`src/rtl/vslc_input_conditioner.sv`:
```
// vslc_input_conditioner
//
// Input conditioning stage in front of the VSLC core's ui_in bus. Eight raw
// asynchronous inputs are polarity-corrected and synchronised to clk through
// two flops. Each bit is then debounced against a shared slow tick. The block
// presents the clean levels plus one-cycle rise/fall pulses.
//
// Parameters:
//   TICK_DIV      clk cycles per debounce tick (>=1; 1 = tick every cycle)
//   STABLE_TICKS  consecutive disagreeing ticks needed to accept a new level (>=1)
//   INVERT_MASK   bit i set = raw_in[i] is active-low, inverted before sync
//
// Ports:
//   clk        single clock for the whole block
//   rst        synchronous, active-high reset
//   raw_in     [7:0] asynchronous raw inputs
//   out_level  [7:0] debounced, polarity-corrected levels (drives ui_in)
//   rise       [7:0] one-cycle pulse when out_level[i] goes 0->1
//   fall       [7:0] one-cycle pulse when out_level[i] goes 1->0
//   tick       debounce tick strobe (exported for debug)
module vslc_input_conditioner #(
  parameter int unsigned TICK_DIV     = 12000,
  parameter int unsigned STABLE_TICKS = 8,
  parameter logic [7:0]  INVERT_MASK  = 8'h01
) (
  input  logic       clk,
  input  logic       rst,
  input  logic [7:0] raw_in,
  output logic [7:0] out_level,
  output logic [7:0] rise,
  output logic [7:0] fall,
  output logic       tick
);

  localparam int unsigned PW = (TICK_DIV > 1) ? $clog2(TICK_DIV) : 1;
  localparam int unsigned CW = $clog2(STABLE_TICKS) + 1;

  localparam logic [PW-1:0] PRE_LAST = PW'(TICK_DIV - 1);
  localparam logic [CW-1:0] CNT_LAST = CW'(STABLE_TICKS - 1);

  logic [PW-1:0] pre_cnt;
  logic [7:0]    s1;
  logic [7:0]    s2;
  logic [CW-1:0] cnt [8];

  // Prescaler: tick is registered, so it rises on the TICK_DIV-th edge after
  // reset release and stays high for one cycle.
  always_ff @(posedge clk) begin
    if (rst) begin
      pre_cnt <= '0;
      tick    <= 1'b0;
    end else if (pre_cnt == PRE_LAST) begin
      pre_cnt <= '0;
      tick    <= 1'b1;
    end else begin
      pre_cnt <= pre_cnt + PW'(1);
      tick    <= 1'b0;
    end
  end

  // Polarity correction happens ahead of the first flop, so the rest of the
  // block only ever sees active-high data.
  always_ff @(posedge clk) begin
    if (rst) begin
      s1 <= '0;
      s2 <= '0;
    end else begin
      s1 <= raw_in ^ INVERT_MASK;
      s2 <= s1;
    end
  end

  // Per-channel debounce. Any cycle where the input agrees with the current
  // level throws away the accumulated count, which rejects glitches.
  always_ff @(posedge clk) begin
    if (rst) begin
      out_level <= '0;
      rise      <= '0;
      fall      <= '0;
      for (int unsigned i = 0; i < 8; i++) begin
        cnt[i] <= '0;
      end
    end else begin
      rise <= '0;
      fall <= '0;
      for (int unsigned i = 0; i < 8; i++) begin
        if (s2[i] == out_level[i]) begin
          cnt[i] <= '0;
        end else if (tick && (cnt[i] == CNT_LAST)) begin
          out_level[i] <= s2[i];
          cnt[i]       <= '0;
          rise[i]      <= s2[i];
          fall[i]      <= ~s2[i];
        end else if (tick) begin
          cnt[i] <= cnt[i] + CW'(1);
        end
      end
    end
  end

endmodule

```
`config.mk`:
```
export PLATFORM = sky130hd
export DESIGN_NAME = vslc_input_conditioner
export DESIGN_NICKNAME = d
export VERILOG_FILES = /design/src/rtl/vslc_input_conditioner.sv
export SDC_FILE = /design/constraint.sdc
export NUM_CORES = 1
export LEC_CHECK = 0
export CAP_MARGIN = 20
export CORE_MARGIN = 2
export CORE_UTILIZATION = 40
export CTS_CLUSTER_DIAMETER = 100
export DETAILED_ROUTE_END_ITERATION = 10
export GPL_TIMING_DRIVEN = 0
export PLACE_DENSITY = 0.6
export RECOVER_POWER = 25
export SYNTH_ARGS = -nofsm -noshare
export SYNTH_HDL_FRONTEND = slang
export SYNTH_SLANG_ARGS = --single-unit
```
`constraint.sdc`:
```
create_clock -name clk -period 1.95 [get_ports clk]
set_input_delay 0.39 -clock clk [delete_from_list [all_inputs] [get_ports clk]]
set_output_delay 0.39 -clock clk [all_outputs]
set_load 0.01 [all_outputs]
```
==> results_dict.tcl, run 1 <==
set metrics [dict create \
    status "finished, final reports clean" \
    synth_fp_nets 353 \
    drc 0 \
    ir_drop_mv 0.346 \
    cts_resized 0 \
    seq_area_frac_synth_pct 58.6 \
    drv_slew 0 \
    die_area_um2 9570 \
    synth.distinct_cells 26 \
    synth_top_area_share_pct 31.3 \
    synth_most_common_cell "dfxtp_1" \
    worstHoldPathCells 1 \
    cts_tree "built" \
    route.vias.total 2327 \
    p_total_mw 3.32 \
    routed_wl_mm 6.18 \
    ys_top_cells_by_count "55 x dfxtp_1, 48 x nor2_1, 43 x nand2_1" \
    fin_crit_sh_pct 91.4 \
    drive_gt1_share_pct 7.05 \
    max_stage_delay_ps 340 \
    syn_area_um2 3520 \
    hold_buffers 0 \
    clockRootBuffer "clkbuf_8" \
    grt_max_degree 14 \
    fill_cells 827 \
    synth-main-ff-cell "dfxtp_1" \
    regToRegSetupSlack_ps 170 \
    power.leakage_nw 1.57 \
    antenna_cells 0 \
    start_util_pct 40.8 \
    setup_viol 0 \
    fin_crit_ps 1780 \
    drv_cap 0 \
    end_kind "flip-flop" \
    hp-start "s1[3]$_SDFF_PP0_" \
    dr.pass1.iters 6 \
    r2r_cells 7 \
    cpMaxStageDelayCell "dfxtp_1" \
    netlist_instances 334 \
    clk_pin_slew_ps 80 \
    critical_path_class "reg -> reg" \
    die_x_um 97.8 \
    skew_ps 8.63 \
    fin_area_um2 4200 \
    post_cts_buffers 0 \
    dp_hpwl_mm 4.30 \
    antenna_found_initial 0 \
    gr-total-overflow 0 \
    placed_area_um2 3990 \
    power.density_nw_per_um2 790 \
    relSlewSlack_pct 49.2 \
    worstReg2RegStart "tick$_SDFF_PP0_" \
    synth_area_leaders "dfxtp_1 31%, edfxtp_1 27%, xor2_1 6.5%" \
    worstMarginPinSlew_ps 759 \
    clkSinkCount 87 \
    syn_to_final_growth_pct 19.4 \
    grt_pass1_vias 2354 \
    max_freq_ghz 0.561 \
    io_pins 35 \
    grt_pass1_wl_mm 10.8 \
    placement.io_buffers 33 \
    cts_max_level 3 \
    gp_congestion 0.747 \
    ys_async_sr_fraction_pct 0 \
    post_drt_wl_per_cell_um 12.6 \
    path_max_fanout 10 \
    final_nets 397 \
    finalHoldViolations 0 \
    start_kind "flip-flop" \
    ys_seq_elements 87 \
    yosysWarningCount 0 \
    synth_area_per_cell_um2 10.5 \
    crit_chain "clkbuf_4, nor2b_1, buf_2, buf_4, nand2_1, or2_2, nor2_1" \
    drt_iter0_drc 50 \
    min_to "s2[3]$_SDFF_PP0_" \
    avgViaCountPerCell 4.74 \
    ant_nets 0 \
    cts_inserted_buffers 9 \
    synth_edf_count 32 \
    clockBufferDepth 2 \
    hold_slack_ps 442 \
    required_ps 2170 \
    core-area_um2 8640 \
    grt_use_total_pct 14.3 \
    yosysTopAreaCell "dfxtp_1" \
    clk_latency_ps 350 \
    critPathArrivalTime_ps 2000 \
    floorplan.rows 34 \
    rsz0062_at_grt "false" \
    hp-class "reg -> reg" \
    regToRegEndpoint "cnt[1][7]$_SDFFCE_PN0P_" \
    die_h_um 97.8 \
]
## power by group
| part | internal [mW] | switching [mW] | leakage [nW] | total, mW |
|---|---|---|---|---|
| logic | 0.0441 | 0.0448 | 0.630 | 0.0888 |
| registers | 1.91 | 0.0261 | 0.831 | 1.93 |
| clock network | 0.689 | 0.610 | 0.110 | 1.30 |
| total | 2.64 | 0.681 | 1.57 | 3.32 |
## flip-flops by register name, summed over array words and instances (netlist names)
name / cells
fall: 8
pre_cnt: 14
rise: 8
cnt: 32
tick: 1
s2: 8
s1: 8
out_level: 8
## worst max-delay path: cells and delay by family, from the launching register on
kind                   cells  cell delay (ps)
and+or+nand+nor            4              640
buffers and inverters      3              680
DFF                        1              340
## per-layer routing
metal | up-vias | track usage [%] | routed length (um)
li1 | 1199 | - | -
met1 | 1068 | 18.3 | 2980
met2 | 47 | 22.3 | 2820
met3 | 13 | 3.51 | 239
met4 | 0 | 7.80 | 146
met5 | - | 0 | 0
## worst max-delay path by stage
stage | start | to | slack, ps | depth (start not counted)
floorplan | rst | cnt[1][7]$_SDFFCE_PN0P_ | 390 | 7
global placement | rst | cnt[1][5]$_SDFFCE_PN0P_ | 20 | 3
detailed placement | rst | cnt[1][5]$_SDFFCE_PN0P_ | -10 | 3
CTS | tick$_SDFF_PP0_ | cnt[1][7]$_SDFFCE_PN0P_ | 90 | 7
global route | tick$_SDFF_PP0_ | cnt[1][7]$_SDFFCE_PN0P_ | 10 | 7
finish | tick$_SDFF_PP0_ | cnt[1][7]$_SDFFCE_PN0P_ | 170 | 7
## logic make-up (layout without fill, tap and decap cells)
family | Yosys count | in the layout | share of synthesized area, %
xor gates and xnor gates | 36 | 36 | 8.96
DFF | 87 | 87 | 58.6
AOI/OAI and AO/OA | 8 | 8 | 1.14
buffers and inverters | 19 | 68 | 2.52
and+or+nand+nor | 175 | 175 | 25.6
adders and majority gates | 9 | 9 | 3.20
## cell usage in the layout, fill, tap and decap left out, types with 9 or more instances in the layout
cell and n:
dfxtp_1 55, nor2_1 48, nand2_1 43, edfxtp_1 32, clkdlybuf4s50_1 30, xor2_1 26
nand3_1 21, nor2b_1 17, nor3b_1 17, clkbuf_8 11, xnor2_1 10, inv_1 9
ha_1 9
## stage by stage
step,utilization [%],worst slack [ps],setup TNS [ps],instances
finish,48.7,167,0,491
floorplan,-,385,0,334
CTS,48.6,89.9,0,491
global route,48.7,9.53,0,491
global placement,46.2,20.2,0,475
detailed placement,46.2,-10.3,-75.4,475
## layout make-up
type                       instances  area [um^2]  area share [%]
sequential                        87         2060            49.1
multi-input combinational        228         1370            32.6
timing repair buffer              33          330            7.86
clock buffer                      15          209            4.97
tap                              108          135            3.22
buffer                            10         57.6            1.37
inverter                           9         33.8           0.804
clock inverter                     1         5.00           0.119
Power figures use the tool's default switching activity.
==> inputs of run 2 (changes only) <==
--- a/config.mk
+++ b/config.mk
@@ -13,6 +13,7 @@
 export GPL_TIMING_DRIVEN = 0
 export PLACE_DENSITY = 0.6
 export RECOVER_POWER = 25
+export SKIP_LAST_GASP = 1
 export SYNTH_ARGS = -nofsm -noshare
 export SYNTH_HDL_FRONTEND = slang
 export SYNTH_SLANG_ARGS = --single-unit
==> results of run 2 <==
Same layout as run 1: the final DEF is identical, and so are final timing and power.
